**src/rtl/sd_pkg.sv**
```systemverilog
// rtl/sd_pkg.sv - shared constants and width helpers for the delta-sigma modulator
package sd_pkg;

    localparam int DATA_W_DEF  = 16;
    localparam int OSR_DEF     = 64;
    localparam int ACC_W_DEF   = DATA_W_DEF + 2;
    localparam int PHASE_W_DEF = $clog2(OSR_DEF);

    // Full scale: the magnitude the 1-bit output represents.
    function automatic int fs_of(input int data_w);
        return 1 << (data_w - 1);
    endfunction

    // Two guard bits hold the worst-case swing of acc + x - (+/-FS).
    function automatic int acc_w_of(input int data_w);
        return data_w + 2;
    endfunction

    function automatic int phase_w_of(input int osr);
        return $clog2(osr);
    endfunction

endpackage

```
**src/rtl/sd_mod1_core.sv**
```systemverilog
// rtl/sd_mod1_core.sv - first-order accumulator, 1-bit quantizer and feedback
module sd_mod1_core
    import sd_pkg::*;
#(
    parameter int DATA_W = DATA_W_DEF
) (
    input  logic              clk,
    input  logic              rst,
    input  logic [DATA_W-1:0] x,
    output logic              y
);

    localparam int ACC_W = acc_w_of(DATA_W);
    localparam logic signed [ACC_W-1:0] FS = ACC_W'(fs_of(DATA_W));

    logic signed [ACC_W-1:0] acc;
    logic signed [ACC_W-1:0] x_ext;
    logic signed [ACC_W-1:0] fb;

    assign x_ext = {{2{x[DATA_W-1]}}, x};
    // The quantizer looks only at the registered accumulator, so y is glitch-free.
    assign y     = ~acc[ACC_W-1];
    assign fb    = y ? FS : -FS;

    always_ff @(posedge clk) begin
        if (rst) begin
            acc <= '0;
        end else begin
            acc <= acc + x_ext - fb;
        end
    end

endmodule

```
**src/rtl/sigma_delta_modulator.sv**
```systemverilog
// rtl/sigma_delta_modulator.sv - PCM-to-bitstream modulator with frame-rate sample intake
module sigma_delta_modulator
    import sd_pkg::*;
#(
    parameter int DATA_W = DATA_W_DEF,
    parameter int OSR    = OSR_DEF
) (
    input  logic              clk,
    input  logic              rst,
    input  logic [DATA_W-1:0] sample_in,
    input  logic              sample_valid,
    output logic              sample_ready,
    output logic              bit_out,
    output logic              frame_strobe,
    output logic              underrun,
    input  logic              underrun_clr
);

    localparam int PHASE_W = phase_w_of(OSR);
    localparam logic [PHASE_W-1:0] LAST_PHASE = PHASE_W'(OSR - 1);

    logic [PHASE_W-1:0] phase;
    logic               boundary;
    logic               xfer;
    logic               buf_full;
    logic [DATA_W-1:0]  buf_data;
    logic [DATA_W-1:0]  active;
    logic               underrun_set;

    assign boundary     = (phase == LAST_PHASE);
    assign sample_ready = !buf_full && !rst;
    assign xfer         = sample_valid && sample_ready;
    assign underrun_set = boundary && !buf_full && !xfer;

    always_ff @(posedge clk) begin
        if (rst) begin
            phase        <= '0;
            buf_full     <= 1'b0;
            buf_data     <= '0;
            active       <= '0;
            frame_strobe <= 1'b0;
            underrun     <= 1'b0;
        end else begin
            // OSR is a power of two, so the counter wraps on its own.
            phase        <= phase + 1'b1;
            frame_strobe <= 1'b0;
            underrun     <= underrun_set || (underrun && !underrun_clr);
            if (boundary) begin
                if (buf_full) begin
                    active       <= buf_data;
                    buf_full     <= 1'b0;
                    frame_strobe <= 1'b1;
                end else if (xfer) begin
                    // Empty buffer at the boundary: the sample goes straight to active.
                    active       <= sample_in;
                    frame_strobe <= 1'b1;
                end
            end else if (xfer) begin
                buf_data <= sample_in;
                buf_full <= 1'b1;
            end
        end
    end

    sd_mod1_core #(
        .DATA_W(DATA_W)
    ) u_core (
        .clk(clk),
        .rst(rst),
        .x  (active),
        .y  (bit_out)
    );

endmodule

```
**config.mk**
```make
export PLATFORM = sky130hd
export DESIGN_NAME = sigma_delta_modulator
export DESIGN_NICKNAME = d
export VERILOG_FILES = /design/src/rtl/sd_pkg.sv /design/src/rtl/sd_mod1_core.sv /design/src/rtl/sigma_delta_modulator.sv
export SDC_FILE = /design/constraint.sdc
export NUM_CORES = 1
export LEC_CHECK = 0
export ABC_CLOCK_PERIOD_IN_PS = 4600
export BUFFER_PORTS_ARGS = -buffer_cell sky130_fd_sc_hd__buf_2
export CELL_PAD_IN_SITES_DETAIL_PLACEMENT = 1
export CELL_PAD_IN_SITES_GLOBAL_PLACEMENT = 1
export CORE_MARGIN = 2
export CORE_UTILIZATION = 51
export DETAILED_ROUTE_END_ITERATION = 7
export PLACE_DENSITY_LB_ADDON = 0.1
export SYNTH_ARGS = -nofsm -noshare
export SYNTH_HDL_FRONTEND = slang
export SYNTH_HIERARCHICAL = 1
export SYNTH_SLANG_ARGS = --single-unit
export TNS_END_PERCENT = 5
```
**constraint.sdc**
```tcl
create_clock -name clk -period 4.6 [get_ports clk]
set_input_delay 0.23 -clock clk [delete_from_list [all_inputs] [get_ports clk]]
set_output_delay 0.23 -clock clk [all_outputs]
set_load 0.02 [all_outputs]
```
==> metrics <==
fin crit share=0.526; vias after detailed routing=between 2000 and 3000; vias in the first global route=2836; min-delay src=sample_in[4]; die area=approximately 7900 um2; total gr overflow=0; post-CTS setup buffers=0; Pleak=0.00185 uW; dpl hpwl=approximately 5.6 mm; layout cells sized above 1=0.208; RR Startpoint=active[12]; Final GP Congestion=0.857; final std cells w/o fill=between 500 and 600; Seq/Total Area, Yosys=0.322; # Max-Cap Violations=0; post_cts resized=0; Synth Cell Area=roughly 3700 um2; io pins=24; Worst slew margin=0.212; status=finished, final reports clean; RSZ-0062 raised after global routing=no; fin nets=about 480; final slew viol count=0; die width=approximately 89 um; area grow syn2layout=9.92%; Diodes inserted=0; largest net degree at the start of global routing=slightly above 80; CP Max Fanout=7; top-count cell post-synth=inv_1; hold buffer count at CTS=0; die height=about 89 um; final hold slack=between 0.1 and 0.15 ns; CTS Buffer Depth=2; Req. time, crit path=4.79 ns; f_max=around 410 MHz; CTS tree=yes; core area=about 6900 um2; Avg Vias per Cell=~5; fillers=between 800 and 900; Post-synth EDFFs=0; Final min period=approximately 2.4 ns; fin worst setup slack=~2.2 ns; ys flop type=dfxtp_1; Async SR Flop Fraction=0; Seq cells post-synth=59; GRT Util Overall=0.219; cts bufs inserted=9; endpoint class of the critical path=flip-flop; Initial DRC Count=between 80 and 90; first-pass GRT wire length=around 13 mm; PortBufs=23; Placement Setup Slack=2.21 ns; # H-tree levels=3; YS warnings=6; share of the synthesized area in the top cell type=0.322; Routed WL=between 7 and 8 mm; crit path DAT=2.60 ns; Pre-antenna DRT Iters=4; Worst Skew=between 0.008 and 0.009 ns; starting density of the core=0.534; syn_area_per_cell=9.18 um2; Startpoint Class=flip-flop; Final setup viols=0; largest area contributor in the netlist=dfxtp_1; Reg clk slew, reported paths=~0.070 ns; Worst-Margin Slew=approximately 1.2 ns; VDD IR-drop max=~210 uV; Wirelength per Cell=roughly 14 um; Cell Pwr Density=~360 nW/um2; Worst Hold Class=in -> reg; Worst-Skew Late Latency=0.33 ns; clk sink count=59; synth top area cells=dfxtp_1 (32%), ha_1 (12%), mux2_2 (6.7%); Final Hold Fails=0; syn nets=about 460; Synth top cells by count=inv_1 (62), dfxtp_1 (59), nor2_1 (39); Placed Cells=508; # rows=30; crit path kind=reg -> reg; antenna-violating nets left=0; library cells used by synthesis=53; Root Buffer=clkbuf_8; Cells after Synth=400; Setup TNS Final=0 ns; crit path from=active[12]; antenna violations before repair=0; drc violations=0
==> final cells by class <==
type	instances	area (um2)	share of cell area
Tap cell	96	120	0.0298
Clock inverter	5	52.6	0.0130
Inverter	62	233	0.0577
Clock buffer	11	141	0.0350
Timing Repair Buffer	24	123	0.0304
Multi-Input combinational cell	267	2180	0.541
Sequential cell	59	1180	0.293
==> cells in the final DEF (no fill, tap or decap), types with 9 or more instances in the layout <==
master,instances
o21ai_0,9
nor2_1,39
dfxtp_1,59
nand2_1,12
xnor2_1,11
mux2_4,10
mux2i_1,17
ha_1,34
a21oi_1,13
inv_1,62
buf_2,23
clkbuf_8,10
mux2_2,22
nor2b_1,36
==> sequential cells by signal, summed over array words and instances, names as in the netlist <==
signal        count
active           16
buf_data         16
buf_full          1
frame_strobe      1
phase             6
u_core/acc       18
underrun          1
==> routing by layer <==
layer / track usage / wire, um / vias to the layer above
met2: 0.353 / 3460 / 39
met1: 0.289 / 3780 / 1267
met3: 0.0494 / 224 / 11
met5: 0 / 0 / -
met4: 0.0744 / 118 / 0
li1: - / - / 1374
==> where the power goes <==
part / total (uW) / switching [uW] / internal [uW]
logic: 407 / 226 / 181
registers: 569 / 22.5 / 547
clock network: 477 / 214 / 262
total: 1450 / 463 / 990
==> critical path: stages (launching register included) <==
cell and delay, ns:
dfxtp_1 0.33, inv_1 0.05, ha_1 0.28, inv_1 0.05, ha_1 0.39, and3_1 0.23
a211o_1 0.33, a221oi_2 0.27, o41ai_2 0.13, xnor2_1 0.18, nor2_1 0.05
==> logic make-up (layout without fill, tap and decap cells) <==
logic type                 Yosys count  after routing  synth area share
xor gates and xnor gates            15             15            0.0358
and+or+nand+nor                    116            116             0.164
buffers and inverters               74            102            0.0832
AOI/OAI and AO/OA                   52             52             0.119
adders and majority gates           35             35             0.121
DFF                                 59             59             0.322
muxes                               49             49             0.155
==> stage by stage <==
step / power (uW) / utilization / cell area [um2]
2_1_floorplan: 895 / - / 3670
3_3_place_gp: 963 / 0.559 / 3840
3_5_place_dp: 984 / 0.559 / 3840
4_1_cts: 1470 / 0.587 / 4040
5_1_grt: 1550 / 0.587 / 4040
6_report: 1450 / 0.587 / 4040
==> path summary, 6_finish.rpt <==
check / to / slack, ns / cells after the start
setup / recovery: u_core/acc[17] / 2.18 / 10
hold / removal: buf_data[4] / 0.14 / 2
setup reg to reg: u_core/acc[17] / 2.18 / 10
hold reg to reg: phase[0] / 0.48 / 1
No activity file was read; power rests on OpenSTA's default activity.
